--- src/rtl/ltc2992_cfg_seq_pkg.sv ---
// Shared types and constants for the LTC2992 configuration sequencer.
package ltc2992_cfg_seq_pkg;

  typedef enum logic [2:0] {
    ST_IDLE,
    ST_LOAD,
    ST_SEND,
    ST_GAP,
    ST_DONE,
    ST_ERR
  } state_e;

  // LTC2992 register addresses touched by the power-up table
  localparam logic [7:0] REG_CTRLA  = 8'h00;
  localparam logic [7:0] REG_CTRLB  = 8'h01;
  localparam logic [7:0] REG_ALERT1 = 8'h02;
  localparam logic [7:0] REG_NADC   = 8'h04;

  // Default write table, {register, data} per entry
  localparam logic [15:0] CFG_DEFAULT [4] = '{
    {REG_CTRLA,  8'h00},
    {REG_CTRLB,  8'h00},
    {REG_NADC,   8'h00},
    {REG_ALERT1, 8'h00}
  };

endpackage

--- src/rtl/ltc2992_cfg_seq_if.sv ---
// Sequencer <-> controller/IIC_send signal bundle.
interface ltc2992_cfg_seq_if;
  logic       I_start;
  logic       I_iic_done;
  logic       O_send_en;
  logic [6:0] O_dev_addr;
  logic [7:0] O_word_addr;
  logic [7:0] O_write_data;
  logic       O_busy;
  logic       O_done;
  logic       O_err;
  logic [3:0] O_err_idx;

  modport master (
    input  I_start, I_iic_done,
    output O_send_en, O_dev_addr, O_word_addr, O_write_data,
           O_busy, O_done, O_err, O_err_idx
  );

  modport slave (
    output I_start, I_iic_done,
    input  O_send_en, O_dev_addr, O_word_addr, O_write_data,
           O_busy, O_done, O_err, O_err_idx
  );
endinterface

--- src/rtl/ltc2992_cfg_rom.sv ---
// Combinational lookup of the configuration table: idx -> {addr, data}.
module ltc2992_cfg_rom
  import ltc2992_cfg_seq_pkg::*;
#(
  parameter int unsigned NUM_REGS = 4
) (
  input  logic [3:0]  idx_i,
  output logic [15:0] entry_o
);

  // Entries past the active table length (or past the defaults) read as zero
  always_comb begin
    entry_o = '0;
    if (({28'd0, idx_i} < NUM_REGS) && (idx_i[3:2] == 2'b00)) begin
      entry_o = CFG_DEFAULT[idx_i[1:0]];
    end
  end

endmodule

--- src/rtl/ltc2992_cfg_seq.sv ---
// LTC2992 configuration sequencer: walks the write table through IIC_send,
// with per-write timeout and bounded retry.
module ltc2992_cfg_seq
  import ltc2992_cfg_seq_pkg::*;
#(
  parameter logic [6:0]  DEV_ADDR    = 7'h6F,
  parameter int unsigned NUM_REGS    = 4,
  parameter int unsigned TIMEOUT_CYC = 50000,
  parameter int unsigned RETRY_MAX   = 3,
  parameter int unsigned GAP_CYC     = 4
) (
  input logic                I_clk,
  input logic                I_rst,
  ltc2992_cfg_seq_if.master  bus
);

  localparam int unsigned TW = (TIMEOUT_CYC > 1) ? $clog2(TIMEOUT_CYC) : 1;
  localparam int unsigned GW = (GAP_CYC > 0) ? $clog2(GAP_CYC + 1) : 1;

  localparam logic [TW-1:0] TMR_LAST   = TW'(TIMEOUT_CYC - 1);
  localparam logic [GW-1:0] GAP_LAST   = GW'(GAP_CYC - 1);
  localparam logic [3:0]    IDX_LAST   = 4'(NUM_REGS - 1);
  localparam logic [2:0]    RETRY_LAST = 3'(RETRY_MAX - 1);

  state_e        state_q, state_d;
  logic [3:0]    idx_q, idx_d;
  logic [2:0]    retry_q, retry_d;
  logic [TW-1:0] timer_q, timer_d;
  logic [GW-1:0] gap_q, gap_d;
  logic          ok_q, ok_d;
  logic          send_en_q, send_en_d;
  logic [7:0]    word_q, word_d;
  logic [7:0]    data_q, data_d;
  logic          busy_q, busy_d;
  logic          done_q, done_d;
  logic          err_q, err_d;
  logic [3:0]    err_idx_q, err_idx_d;
  logic [15:0]   rom_entry;

  ltc2992_cfg_rom #(.NUM_REGS(NUM_REGS)) u_rom (
    .idx_i   (idx_d),
    .entry_o (rom_entry)
  );

  // State register and all datapath registers
  always_ff @(posedge I_clk or posedge I_rst) begin
    if (I_rst) begin
      state_q   <= ST_IDLE;
      idx_q     <= '0;
      retry_q   <= '0;
      timer_q   <= '0;
      gap_q     <= '0;
      ok_q      <= 1'b0;
      send_en_q <= 1'b0;
      word_q    <= '0;
      data_q    <= '0;
      busy_q    <= 1'b0;
      done_q    <= 1'b0;
      err_q     <= 1'b0;
      err_idx_q <= '0;
    end else begin
      state_q   <= state_d;
      idx_q     <= idx_d;
      retry_q   <= retry_d;
      timer_q   <= timer_d;
      gap_q     <= gap_d;
      ok_q      <= ok_d;
      send_en_q <= send_en_d;
      word_q    <= word_d;
      data_q    <= data_d;
      busy_q    <= busy_d;
      done_q    <= done_d;
      err_q     <= err_d;
      err_idx_q <= err_idx_d;
    end
  end

  // Next-state, counters and registered outputs
  always_comb begin
    state_d   = state_q;
    idx_d     = idx_q;
    retry_d   = retry_q;
    timer_d   = timer_q;
    gap_d     = gap_q;
    ok_d      = ok_q;
    send_en_d = send_en_q;
    busy_d    = busy_q;
    done_d    = 1'b0;
    err_d     = err_q;
    err_idx_d = err_idx_q;

    unique case (state_q)
      ST_IDLE: begin
        if (bus.I_start) begin
          state_d = ST_LOAD;
          idx_d   = '0;
          retry_d = '0;
          err_d   = 1'b0;
          busy_d  = 1'b1;
        end
      end
      ST_LOAD: begin
        timer_d   = '0;
        send_en_d = 1'b1;
        state_d   = ST_SEND;
      end
      ST_SEND: begin
        if (timer_q != '1) timer_d = timer_q + TW'(1);
        if (bus.I_iic_done) begin
          send_en_d = 1'b0;
          ok_d      = 1'b1;
          gap_d     = '0;
          state_d   = ST_GAP;
        end else if (timer_q == TMR_LAST) begin
          send_en_d = 1'b0;
          ok_d      = 1'b0;
          if (retry_q == RETRY_LAST) begin
            state_d = ST_ERR;
          end else begin
            retry_d = retry_q + 3'd1;
            gap_d   = '0;
            state_d = ST_GAP;
          end
        end
      end
      ST_GAP: begin
        if (gap_q == GAP_LAST) begin
          if (ok_q && (idx_q == IDX_LAST)) begin
            state_d = ST_DONE;
            done_d  = 1'b1;
          end else if (ok_q) begin
            idx_d   = idx_q + 4'd1;
            retry_d = '0;
            state_d = ST_LOAD;
          end else begin
            state_d = ST_LOAD;
          end
        end else begin
          gap_d = gap_q + GW'(1);
        end
      end
      ST_DONE: begin
        busy_d  = 1'b0;
        state_d = ST_IDLE;
      end
      ST_ERR: begin
        err_d     = 1'b1;
        err_idx_d = idx_q;
        busy_d    = 1'b0;
        state_d   = ST_IDLE;
      end
      default: state_d = ST_IDLE;
    endcase
  end

  // Address/data are captured on entry to LOAD (from the upcoming idx) so they
  // are already settled for the whole LOAD cycle before send enable rises.
  always_comb begin
    word_d = word_q;
    data_d = data_q;
    if ((state_d == ST_LOAD) && (state_q != ST_LOAD)) begin
      word_d = rom_entry[15:8];
      data_d = rom_entry[7:0];
    end
  end

  assign bus.O_send_en    = send_en_q;
  assign bus.O_dev_addr   = DEV_ADDR;
  assign bus.O_word_addr  = word_q;
  assign bus.O_write_data = data_q;
  assign bus.O_busy       = busy_q;
  assign bus.O_done       = done_q;
  assign bus.O_err        = err_q;
  assign bus.O_err_idx    = err_idx_q;

endmodule

--- src/flat_wrapper.sv ---
// flat-port wrapper written by rule: the top's interface ports become plain ports
module ltc2992_cfg_seq_flat import ltc2992_cfg_seq_pkg::*;
#(
  parameter logic [6:0]  DEV_ADDR    = 7'h6F,
  parameter int unsigned NUM_REGS    = 4,
  parameter int unsigned TIMEOUT_CYC = 50000,
  parameter int unsigned RETRY_MAX   = 3,
  parameter int unsigned GAP_CYC     = 4
)
  (I_clk, I_rst, bus_I_start, bus_I_iic_done, bus_O_send_en, bus_O_dev_addr, bus_O_word_addr, bus_O_write_data, bus_O_busy, bus_O_done, bus_O_err, bus_O_err_idx);
  ltc2992_cfg_seq_if bus_i ();
  input logic I_clk;
  input logic I_rst;
  input wire logic [$bits(bus_i.I_start)-1:0] bus_I_start;
  input wire logic [$bits(bus_i.I_iic_done)-1:0] bus_I_iic_done;
  output wire logic [$bits(bus_i.O_send_en)-1:0] bus_O_send_en;
  output wire logic [$bits(bus_i.O_dev_addr)-1:0] bus_O_dev_addr;
  output wire logic [$bits(bus_i.O_word_addr)-1:0] bus_O_word_addr;
  output wire logic [$bits(bus_i.O_write_data)-1:0] bus_O_write_data;
  output wire logic [$bits(bus_i.O_busy)-1:0] bus_O_busy;
  output wire logic [$bits(bus_i.O_done)-1:0] bus_O_done;
  output wire logic [$bits(bus_i.O_err)-1:0] bus_O_err;
  output wire logic [$bits(bus_i.O_err_idx)-1:0] bus_O_err_idx;
  assign bus_i.I_start = bus_I_start;
  assign bus_i.I_iic_done = bus_I_iic_done;
  assign bus_O_send_en = bus_i.O_send_en;
  assign bus_O_dev_addr = bus_i.O_dev_addr;
  assign bus_O_word_addr = bus_i.O_word_addr;
  assign bus_O_write_data = bus_i.O_write_data;
  assign bus_O_busy = bus_i.O_busy;
  assign bus_O_done = bus_i.O_done;
  assign bus_O_err = bus_i.O_err;
  assign bus_O_err_idx = bus_i.O_err_idx;
  ltc2992_cfg_seq #(.DEV_ADDR(DEV_ADDR), .NUM_REGS(NUM_REGS), .TIMEOUT_CYC(TIMEOUT_CYC), .RETRY_MAX(RETRY_MAX), .GAP_CYC(GAP_CYC)) u_core (.I_clk(I_clk), .I_rst(I_rst), .bus(bus_i));
endmodule
--- config.mk ---
export PLATFORM = sky130hd
export DESIGN_NAME = ltc2992_cfg_seq_flat
export DESIGN_NICKNAME = d
export VERILOG_FILES = /design/src/rtl/ltc2992_cfg_seq_pkg.sv /design/src/rtl/ltc2992_cfg_seq_if.sv /design/src/rtl/ltc2992_cfg_rom.sv /design/src/rtl/ltc2992_cfg_seq.sv /design/src/flat_wrapper.sv
export SDC_FILE = /design/constraint.sdc
export NUM_CORES = 1
export LEC_CHECK = 0
export ABC_AREA = 1
export BUFFER_PORTS_ARGS = -buffer_cell sky130_fd_sc_hd__clkbuf_2
export CAP_MARGIN = 20
export CORE_MARGIN = 4
export CORE_UTILIZATION = 58
export DETAILED_ROUTE_END_ITERATION = 8
export GPL_TIMING_DRIVEN = 0
export PLACE_DENSITY = 0.77
export SLEW_MARGIN = 20
export SYNTH_ARGS = -nofsm -noshare
export SYNTH_HDL_FRONTEND = slang
export SYNTH_SLANG_ARGS = --single-unit
--- constraint.sdc ---
create_clock -name I_clk -period 1.9 [get_ports I_clk]
set_input_delay 0.285 -clock I_clk [delete_from_list [all_inputs] [get_ports I_clk]]
set_output_delay 0.285 -clock I_clk [all_outputs]
set_load 0.02 [all_outputs]
==> reports/results.txt, run 1 <==
layout cell share with drive strength beyond 1 - 0.2527
final hold violation count - 0
CTS tree - built
Synth top area share - 0.3992
Worst path max stage delay - 390 ps
Final Skew - 3.152 ps
drt first-iter violations - 200
Post-synth EDFFs - 0
Reg clk slew, reported paths - 70 ps
largest cells by area after synthesis - dfrtp_1, nand2_1, buf_4, nand3_1, inv_1
Worst path slowest cell - dfrtp_1
Crit Path Max Fanout - 10
post-synthesis cell area - 2570 um2
ANT nets after route - 0
max cap viols - 0
global route overflow - 0
Setup violations, final - 0
vias in the first global route - 1923
design area - 2952 um2
Int Power - 1845 uW
most used flip-flop cell after synthesis - dfrtp_1
r2r worst-path depth - 11
Mapped Cells - 328
RSZ-0062 raised after global routing - false
Worst path top cell family by delay - simple AND/OR/NAND/NOR gates
Pleak - 0.001484 uW
port bufs - 14
die height - 74.57 um
fmax - 567.2 MHz
Clock Power Share - 0.211
starting density of the core - 0.6202
sw frac - 0.4197
clk sink count - 41
Worst VDD drop - 561.0 uV
Root Driver - clkbuf_8
router iterations before antenna repair - 4
Worst EP arrival - 1950 ps
final-stage net count - 382
Slew Limit Fails - 0
placed insts - 411
Slew headroom - 0.5841
setup TNS - 0 ps
post-synth cell types - 33
sequential-to-total area share from yosys stat - 0.3992
# rows - 23
critical path cell sequence - ha_2 > nand3_2 > inv_2 > nand2_2 > nor2_4 > nand3_2 > nand2_2 > nand2_4 > buf_6 > nand2_1 > nand2_1
combinational power share - 0.435
global-route usage over all layers - 0.2012
CP Depth - 11
Finished Layout Cells - 422
Buf/Inv on CP - 2
HP Class - in -> reg
TritonCTS buffer count - 5
post-DR wirelength/cell - 12.29 um
final WL - 5186 um
outcome - completed
Pwr Total - 3179 uW
synthesized flop and latch total - 41
number of remaining DRC errors - 0
crit share post-route - 0.9279
# H-tree levels - 2
hold path depth - 3
Yosys top cell by area - dfrtp_1
initial antenna violation count - 0
top-count cell post-synth - nand2_1
clk_lat worst skew - 290 ps
part of the power in registers - 0.354
die area - 5560 um2
HPWL Detailed - 3937 um
CP Class - reg -> reg
Pwr Density - 1077 nW/um2
Die Width - 74.57 um
Post-synth ARST share - 1.000
largest net degree at the start of global routing - 29
num ports - 35
Placeable Area - 4144 um2
worst slew pin tran - 623.8 ps
syn_area_per_cell - 7.835 um2
Max Buffers Root-to-Sink - 2
Synth warnings - 0
Layout area overhead - 14.85%
critical path data required time - 2090 ps
diode count - 0
Vias/cell - 5.055
Post-Route Utilization - 0.7123
commonest cells in the netlist - nand2_1, dfrtp_1, inv_1
first-pass GRT wire length - 8631 um
GP Congestion - 0.8457
DR vias - 2133
Net Sw Power - 1334 uW
Worst setup SP type - flip-flop
Final min period - 1763 ps
Post-DP Area - 2790 um2
Crit. End Element - flip-flop
## through the flow
stage                     setup WS (ps)  hold slack [ps]
after floorplan                   333.2            442.2
after global placement            125.0            455.0
after detailed placement          85.39            251.6
after CTS                         39.19            290.9
after global routing              2.023            323.0
final                             137.0            307.8
## power groups by stage
| stage | clock, uW | sequential (uW) | combinational [uW] |
|---|---|---|---|
| global placement | 0 | 1140 | 1290 |
| detailed placement | 0 | 1140 | 1310 |
| floorplan | 0 | 1160 | 990 |
| CTS | 691 | 1130 | 1320 |
| finish | 671 | 1120 | 1380 |
| global route | 719 | 1130 | 1560 |
## kinds of logic (layout without fill, tap and decap cells)
group	count (synthesis)	after routing	share of synthesized area
DFF	41	41	0.3992
other	2	20	0.002922
and+or+nand+nor	174	174	0.3165
adders and majority gates	6	6	0.02921
AOI/OAI and AO/OA	32	32	0.08764
muxes	1	1	0.004381
xor gates and xnor gates	10	10	0.03408
buffers and inverters	62	88	0.1261
## tightest hold or removal path, stage by stage
cell and delay [ps]:
clkbuf_2 80, inv_1 90, o21ai_0 100
## placed cells by master (no fill, tap or decap), types with 3 or more instances in the layout
cell      synthesis  layout
nor2_2            2       3
nand4_1           7       7
nor2_1           26      25
buf_4            20      23
o21ai_2           6       6
o22ai_2           4       4
nand2_2           3       5
xor2_1            7       7
nand3_2           7       8
xnor2_1           3       3
or2_2             3       3
ha_1              6       4
nor3_1            7       6
nand3_1          26      25
clkbuf_2          0      14
conb_1            2      20
nand2_1          87      85
inv_1            32      30
dfrtp_1          41      41
o21ai_0          14      14
inv_2             6       7
clkbuf_8          0       5
o21ai_1           3       3
## registers in the layout, indices dropped and copies added, names as in the netlist
| name | flops |
|---|---|
| u_core.bus.O_err | 1 |
| u_core.timer_q | 16 |
| u_core.bus.O_word_addr | 3 |
| u_core.bus.O_err_idx | 4 |
| u_core.gap_q | 3 |
| u_core.ok_q | 1 |
| u_core.bus.O_busy | 1 |
| u_core.idx_q | 4 |
| u_core.retry_q | 3 |
| u_core.bus.O_send_en | 1 |
| u_core.bus.O_done | 1 |
| u_core.state_q | 3 |
## repair_timing
action,CTS,global route
setup endpoints to repair,0,18
resized for setup,0,9
hold buffers,1,0
endpoints found under the hold margin,13,0
setup buffers,0,3
## worst paths after layout
check                                                    start                             endpoint  slack, ps
max                              u_core.timer_q[0]$_DFFE_PP0P_        u_core.timer_q[9]$_DFFE_PP0P_        140
min                                                bus_I_start        u_core.bus.O_busy$_DFFE_PP0P_        310
max reg2reg                      u_core.timer_q[0]$_DFFE_PP0P_        u_core.timer_q[9]$_DFFE_PP0P_        140
min reg2reg                u_core.bus.O_err_idx[3]$_DFFE_PP0P_  u_core.bus.O_err_idx[3]$_DFFE_PP0P_        490
max in group asynchronous                                I_rst            u_core.idx_q[0]$_DFF_PP0_        980
min in group asynchronous                                I_rst        u_core.timer_q[7]$_DFFE_PP0P_        480
## cell type report
type                    instances  area, um2
clock inverters                 2      35.03
repair buffers                 19      122.6
plain buffers                  24      181.4
well taps                      50      62.56
multi-input cells             243       1310
fillers                       340       1192
flip-flops and latches         41       1026
clock buffers                   5      68.82
inverters                      38      145.1
## per-layer routing
metal	track usage	vias to the layer above	routed length, um
met4	0.05336	0	50
li1	-	1101	-
met3	0.04054	7	350
met1	0.2798	960	2450
met5	0	-	0
met2	0.3220	65	2335
No activity file was read; power rests on OpenSTA's default activity.
==> run 2, diff against run 1 <==
--- a/config.mk
+++ b/config.mk
@@ -9,10 +9,10 @@
 export BUFFER_PORTS_ARGS = -buffer_cell sky130_fd_sc_hd__clkbuf_2
 export CAP_MARGIN = 20
 export CORE_MARGIN = 4
-export CORE_UTILIZATION = 58
+export CORE_UTILIZATION = 60
 export DETAILED_ROUTE_END_ITERATION = 8
 export GPL_TIMING_DRIVEN = 0
-export PLACE_DENSITY = 0.77
+export PLACE_DENSITY = 0.8
 export SLEW_MARGIN = 20
 export SYNTH_ARGS = -nofsm -noshare
 export SYNTH_HDL_FRONTEND = slang
==> constraint.sdc (replaced) <==
create_clock -name I_clk -period 2.2 [get_ports I_clk]
set_input_delay 0.33 -clock I_clk [delete_from_list [all_inputs] [get_ports I_clk]]
set_output_delay 0.33 -clock I_clk [all_outputs]
set_load 0.02 [all_outputs]
==> run 2 against run 1 <==
Net effect: die area fell by 3.0%; clock power shrank 5.7%; total power fell by 14%.
==> reports/results.txt, run 2 (synthesized netlist as in run 1, its figures left out) <==
largest net degree at the start of global routing - 28 (was 29)
CP Class - reg -> reg (unchanged)
Worst path max stage delay - 380 ps (was 390 ps)
number of remaining DRC errors - 0 (unchanged)
Post-DP Area - 2790 um2 (unchanged)
Largest Register - u_core.timer_q (unchanged)
final-stage net count - 379 (was 382)
Reg clk slew, reported paths - 80 ps (was 70 ps)
Vias/cell - 5.100 (was 5.055)
TritonCTS buffer count - 5 (unchanged)
final WL - 5183 um (was 5186 um)
clk_lat worst skew - 290 ps (about the same)
DR vias - 2142 (was 2133)
critical path data required time - 2430 ps (was 2090 ps)
Buf/Inv on CP - 3 (was 2)
max reg flops - 16 (unchanged)
CTS tree - built (unchanged)
design area - 2917 um2 (was 2952 um2)
Layout area overhead - 13.49% (was 14.85%)
Placeable Area - 4058 um2 (was 4144 um2)
# H-tree levels - 2 (unchanged)
die height - 73.45 um (was 74.57 um)
die area - 5394 um2 (was 5560 um2)
FILL cells - 328 (was 340)
Post-CTS Setup Repair Bufs - 0 (unchanged)
RSZ-0062 raised after global routing - false (unchanged)
starting density of the core - 0.6334 (was 0.6202)
Met3 Wirelength - 392 um (was 350 um)
first-pass GRT wire length - 8721 um (was 8631 um)
Metal-1 WL - 2362 um (was 2450 um)
Max Buffers Root-to-Sink - 2 (unchanged)
port bufs - 14 (unchanged)
post-CTS sizing - 0 (unchanged)
final hold violation count - 0 (unchanged)
setup TNS - 0 ps (unchanged)
Die Width - 73.45 um (was 74.57 um)
most frequent cells in the layout - nand2_1, dfrtp_1, inv_1 (unchanged)
GP Congestion - 0.8999 (was 0.8457)
commonest non-fill, non-tap cell in the layout - nand2_1 (unchanged)
area of the multi-input gates - 1287 um2 (was 1310 um2)
storage element area - 1026 um2 (unchanged)
layout cell share with drive strength beyond 1 - 0.2243 (was 0.2527)
# rows - 23 (unchanged)
Final min period - 1870 ps (was 1763 ps)
global-route usage over all layers - 0.2088 (was 0.2012)
clk sink count - 41 (unchanged)
Worst path slowest cell - dfrtp_1 (unchanged)
num ports - 35 (unchanged)
Crit. End Element - flip-flop (unchanged)
outcome - completed (unchanged)
Critical R2R Launch - u_core.gap_q[0]$_DFFE_PP0P_ (was u_core.timer_q[0]$_DFFE_PP0P_)
diode count - 0 (unchanged)
Worst path top cell family by delay - simple AND/OR/NAND/NOR gates (unchanged)
worst setup path start - u_core.gap_q[0]$_DFFE_PP0P_ (was u_core.timer_q[0]$_DFFE_PP0P_)
critical path cell sequence - ha_1 > ha_1 > nand2_1 > inv_1 > nand3_1 > nor2_1 > inv_1 > nand2_1 > inv_1 > nand3_1 > nand2_1 > nand2_1 (was ha_2 > nand3_2 > inv_2 > nand2_2 > nor2_4 > nand3_2 > nand2_2 > nand2_4 > buf_6 > nand2_1 > nand2_1)
fmax - 534.9 MHz (was 567.2 MHz)
Worst VDD drop - 480.3 uV (was 561.0 uV)
crit-path most repeated cell - nand2_1
Crit Path Max Fanout - 6 (was 10)
hold wc startpoint - bus_I_start (unchanged)
post-DR wirelength/cell - 12.34 um (was 12.29 um)
Slew Limit Fails - 0 (unchanged)
router iterations before antenna repair - 4 (unchanged)
Final Skew - 6.554 ps (was 3.152 ps)
global route overflow - 0 (unchanged)
max cap viols - 0 (unchanged)
Pwr Density - 942.0 nW/um2 (was 1077 nW/um2)
vias in the first global route - 1930 (was 1923)
cts hold-fix bufs - 1 (unchanged)
WL met2 - 2360 um (was 2335 um)
HPWL Detailed - 3857 um (was 3937 um)
Root Driver - clkbuf_8 (unchanged)
Setup violations, final - 0 (unchanged)
Pleak - 0.001479 uW (was 0.001484 uW)
Slew headroom - 0.5793 (was 0.5841)
Worst EP arrival - 2100 ps (was 1950 ps)
HP Class - in -> reg (unchanged)
max layer used - met4 (unchanged)
ANT nets after route - 0 (unchanged)
crit share post-route - 0.8499 (was 0.9279)
initial antenna violation count - 0 (unchanged)
drt first-iter violations - 292 (was 200)
Worst setup SP type - flip-flop (unchanged)
worst slew pin tran - 631.1 ps (was 623.8 ps)
## run 2: changes by cell type in the layout (fill, tap and decap cells not counted), moves of 2 or more
cell	before	now
nand2_1	85	87
ha_1	4	6
buf_4	23	20
nand2_2	5	3
ha_2	2	0
## run 2: layout make-up
class	count	area share
Multi-Input combinational cell	243	0.4414
Sequential cell	41	0.3518
Buffer	24	0.06221
Inverter	38	0.04891
Timing Repair Buffer	16	0.03432
Clock buffer	7	0.02960
Tap cell	50	0.02145
Clock inverter	1	0.01030
## run 2: final timing paths
| check | to | slack (ps) | cells after the start |
|---|---|---|---|
| worst max-delay path | u_core.bus.O_word_addr[2]$_DFFE_PP0P_ | 330 | 12 |
| worst min-delay path | u_core.bus.O_busy$_DFFE_PP0P_ | 350 | 3 |
| worst max register to register | u_core.bus.O_word_addr[2]$_DFFE_PP0P_ | 330 | 12 |
| worst min register to register | u_core.ok_q$_DFFE_PP0P_ | 480 | 2 |
| max in group asynchronous | u_core.bus.O_word_addr[2]$_DFFE_PP0P_ | 1200 | 4 |
| min in group asynchronous | u_core.timer_q[4]$_DFFE_PP0P_ | 540 | 3 |
## run 2: worst reg2reg max path: cells and delay by family (launching register included)
| kind | cells | cell delay [ps] |
|---|---|---|
| adders and majority gates | 2 | 340 |
| buffers and inverters | 3 | 280 |
| DFF | 1 | 380 |
| and+or+nand+nor | 7 | 800 |
## run 2: stage by stage
stage | hold slack [ps] | std cells | setup slack [ps] | power, uW | util
finish | 350.1 | 420 | 330.3 | 2747 | 0.7188
global route | 367.2 | 420 | 94.39 | 2946 | 0.7188
CTS | 340.8 | 420 | 310.7 | 2755 | 0.7188
detailed placement | 306.0 | 411 | 361.6 | 2120 | 0.6876
global placement | 455.4 | 410 | 402.4 | 2086 | 0.6827
floorplan | 442.2 | 346 | 633.2 | 1853 | -
## run 2: power by group
part	internal [uW]	switching, uW
Combinational	364	774
Clock	370	263
Sequential	864	112
## run 2: per-layer routing
metal | up-vias | global-route usage
met3 | 7 | 0.03967
met4 | 0 | 0.07847
li1 | 1096 | -
met1 | 958 | 0.2946
met5 | - | 0
met2 | 81 | 0.3179
==> run 3, diff against run 2 <==
--- a/config.mk
+++ b/config.mk
@@ -9,10 +9,10 @@
 export BUFFER_PORTS_ARGS = -buffer_cell sky130_fd_sc_hd__clkbuf_2
 export CAP_MARGIN = 20
 export CORE_MARGIN = 4
-export CORE_UTILIZATION = 60
+export CORE_UTILIZATION = 52
 export DETAILED_ROUTE_END_ITERATION = 8
 export GPL_TIMING_DRIVEN = 0
-export PLACE_DENSITY = 0.8
+export PLACE_DENSITY = 0.73
 export SLEW_MARGIN = 20
 export SYNTH_ARGS = -nofsm -noshare
 export SYNTH_HDL_FRONTEND = slang
==> constraint.sdc (replaced) <==
create_clock -name I_clk -period 1.7 [get_ports I_clk]
set_input_delay 0.255 -clock I_clk [delete_from_list [all_inputs] [get_ports I_clk]]
set_output_delay 0.255 -clock I_clk [all_outputs]
set_load 0.02 [all_outputs]
==> run 3 against run 2 <==
Net effect: critical path depth is 1 lower; register-to-register slack worse by 290 ps; count of clock-buffer cells in the layout is 2 lower; cell area is 13% higher; via count is 4.2% higher; setup slack worse by 290 ps; core utilization is 2.5 points lower; hold slack worse by 100 ps; sequential share of layout area is 4.0 points lower; sequential power is 29% higher; clock power is 52% higher; final cell count is 7.9% higher.
==> reports/results.txt, run 3 (synthesized netlist as in run 1, its figures left out) <==
outcome - completed (unchanged)
Final min period - 1659 ps (was 1870 ps)
number of remaining DRC errors - 0 (unchanged)
final WL - 5578 um (was 5183 um)
global route overflow - 0 (unchanged)
TritonCTS buffer count - 5 (unchanged)
Buf/Inv on CP - 2 (was 3)
largest net degree at the start of global routing - 30 (was 28)
layout cell share with drive strength beyond 1 - 0.3394 (was 0.2243)
Place WS - -132.6 ps (was 361.6 ps)
critical path cell sequence - ha_4 > nand3_4 > inv_4 > nand2_4 > nor2_4 > nand3_2 > nand2_4 > nand2_8 > buf_4 > nand2_1 > o21ai_2 (was ha_1 > ha_1 > nand2_1 > inv_1 > nand3_1 > nor2_1 > inv_1 > nand2_1 > inv_1 > nand3_1 > nand2_1 > nand2_1)
final worst setup slack - 41.38 ps (was 330.3 ps)
setup TNS - 0 ps (unchanged)
CP Class - reg -> reg (unchanged)
final-stage net count - 395 (was 379)
Largest Register - u_core.timer_q (unchanged)
fmax - 602.9 MHz (was 534.9 MHz)
worst setup path start - u_core.timer_q[1]$_DFFE_PP0P_ (was u_core.gap_q[0]$_DFFE_PP0P_)
Worst VDD drop - 605.7 uV (was 480.3 uV)
Final Skew - 13.11 ps (was 6.554 ps)
DR vias - 2233 (was 2142)
clk sink count - 41 (unchanged)
HPWL Detailed - 3849 um (was 3857 um)
diode count - 0 (unchanged)
# H-tree levels - 2 (unchanged)
Worst setup SP type - flip-flop (unchanged)
max cap viols - 0 (unchanged)
Net Sw Power - 1754 uW (was 1149 uW)
num ports - 35 (unchanged)
Crit. End Element - flip-flop (unchanged)
Max Buffers Root-to-Sink - 2 (unchanged)
Slew headroom - 0.5667 (was 0.5793)
Critical R2R Launch - u_core.timer_q[1]$_DFFE_PP0P_ (was u_core.gap_q[0]$_DFFE_PP0P_)
port bufs - 14 (unchanged)
Clock Power Share - 0.226 (was 0.230)
Worst path slowest cell - dfrtp_1 (unchanged)
Worst path max stage delay - 400 ps (was 380 ps)
part of the power in registers - 0.296 (was 0.355)
Reg clk slew, reported paths - 90 ps (was 80 ps)
Vias/cell - 4.929 (was 5.100)
# rows - 25 (was 23)
vias in the first global route - 2004 (was 1930)
crit-path most repeated cell - nand2_4 (was nand2_1)
commonest non-fill, non-tap cell in the layout - nand2_1 (unchanged)
final hold violation count - 0 (unchanged)
crit share post-route - 0.9757 (was 0.8499)
FILL cells - 370 (was 328)
clk_lat worst skew - 300 ps (was 290 ps)
most frequent cells in the layout - nand2_1, dfrtp_1, buf_4 (was nand2_1, dfrtp_1, inv_1)
hold path depth - 3 (unchanged)
first-pass GRT wire length - 9101 um (was 8721 um)
Placeable Area - 4755 um2 (was 4058 um2)
Pwr Total - 4265 uW (was 2747 uW)
sw frac - 0.4113 (was 0.4181)
ANT nets after route - 0 (unchanged)
drt first-iter violations - 118 (was 292)
CTS tree - built (unchanged)
flop-to-flop setup slack - 40 ps (was 330 ps)
Die Width - 78.30 um (was 73.45 um)
combinational power share - 0.478 (was 0.414)
r2r worst-path depth - 11 (was 12)
global-route usage over all layers - 0.1848 (was 0.2088)
die height - 78.30 um (was 73.45 um)
Int Power - 2510 uW (was 1599 uW)
Root Driver - clkbuf_8 (unchanged)
Layout area overhead - 28.33% (was 13.49%)
Pleak - 0.001604 uW (was 0.001479 uW)
RSZ-0062 raised after global routing - true (was false)
Worst EP arrival - 1850 ps (was 2100 ps)
die area - 6131 um2 (was 5394 um2)
GP Congestion - 0.8683 (was 0.8999)
starting density of the core - 0.5405 (was 0.6334)
router iterations before antenna repair - 5 (was 4)
max reg flops - 16 (unchanged)
post-DR wirelength/cell - 12.31 um (was 12.34 um)
Worst setup endpoint - u_core.timer_q[11]$_DFFE_PP0P_ (was u_core.bus.O_word_addr[2]$_DFFE_PP0P_)
HP Class - in -> reg (unchanged)
initial antenna violation count - 0 (unchanged)
Setup violations, final - 0 (unchanged)
worst slew pin tran - 650.0 ps (was 631.1 ps)
RR Endpoint - u_core.timer_q[11]$_DFFE_PP0P_ (was u_core.bus.O_word_addr[2]$_DFFE_PP0P_)
Pwr Density - 1293 nW/um2 (was 942.0 nW/um2)
Slew Limit Fails - 0 (unchanged)
Crit Path Max Fanout - 8 (was 6)
critical path data required time - 1890 ps (was 2430 ps)
CP Depth - 11 (was 12)
Worst path top cell family by delay - simple AND/OR/NAND/NOR gates (unchanged)
## run 3: layer usage
metal	routed length (um)	global-route usage
met1	2615	0.2434
met2	2605	0.3057
met3	240	0.04014
met4	116	0.05420
met5	0	0
## run 3: worst min-delay path by stage
stage,from,to,slack [ps]
finish,bus_I_start,u_core.bus.O_busy$_DFFE_PP0P_,250
global route,bus_I_start,u_core.bus.O_busy$_DFFE_PP0P_,290
CTS,bus_I_start,u_core.bus.O_busy$_DFFE_PP0P_,250
detailed placement,I_rst,u_core.timer_q[3]$_DFFE_PP0P_,210
global placement,u_core.ok_q$_DFFE_PP0P_,u_core.ok_q$_DFFE_PP0P_,450
floorplan,u_core.ok_q$_DFFE_PP0P_,u_core.ok_q$_DFFE_PP0P_,440
## run 3: final cells by class
type | count | area (um2) | area share
flip-flops and latches | 41 | 1030 | 0.3122
clock buffers | 5 | 68.82 | 0.02086
inverters | 38 | 157.7 | 0.04780
repair buffers | 32 | 237.7 | 0.07208
well taps | 67 | 83.83 | 0.02542
clock inverters | 3 | 68.82 | 0.02086
multi-input cells | 243 | 1458 | 0.4420
plain buffers | 24 | 193.9 | 0.05880
## run 3: through the flow
step | util | hold WS [ps] | cell area [um2] | std cells
after floorplan | - | 442.2 | 2638 | 346
after global placement | 0.5871 | 454.7 | 2791 | 427
after detailed placement | 0.5913 | 211.0 | 2811 | 428
after CTS | 0.6345 | 248.7 | 3017 | 441
after global routing | 0.6937 | 294.9 | 3298 | 453
final | 0.6937 | 247.1 | 3298 | 453
## run 3: worst reg2reg max path: cells and delay by family, from the launching register on
family | cells | cell delay (ps)
AOI/OAI and AO/OA | 1 | 50
adders and majority gates | 1 | 170
buffers and inverters | 2 | 260
DFF | 1 | 400
and+or+nand+nor | 7 | 690
## run 3: power by group through the flow
stage / clock network [uW] / logic (uW) / registers [uW]
after floorplan: 0 / 1110 / 1290
after global routing: 1020 / 2230 / 1280
after CTS: 976 / 1560 / 1250
final: 962 / 2040 / 1260
after detailed placement: 0 / 1470 / 1280
after global placement: 0 / 1440 / 1270
## run 3: repair_timing
item | CTS | global route
gates resized for setup | 10 | 44
gates cloned | 0 | 1
endpoints found under the hold margin | 12 | 0
pin swaps | 3 | 12
buffers inserted | 4 | 11
setup endpoints to repair | 25 | 25
hold buffers | 1 | 0
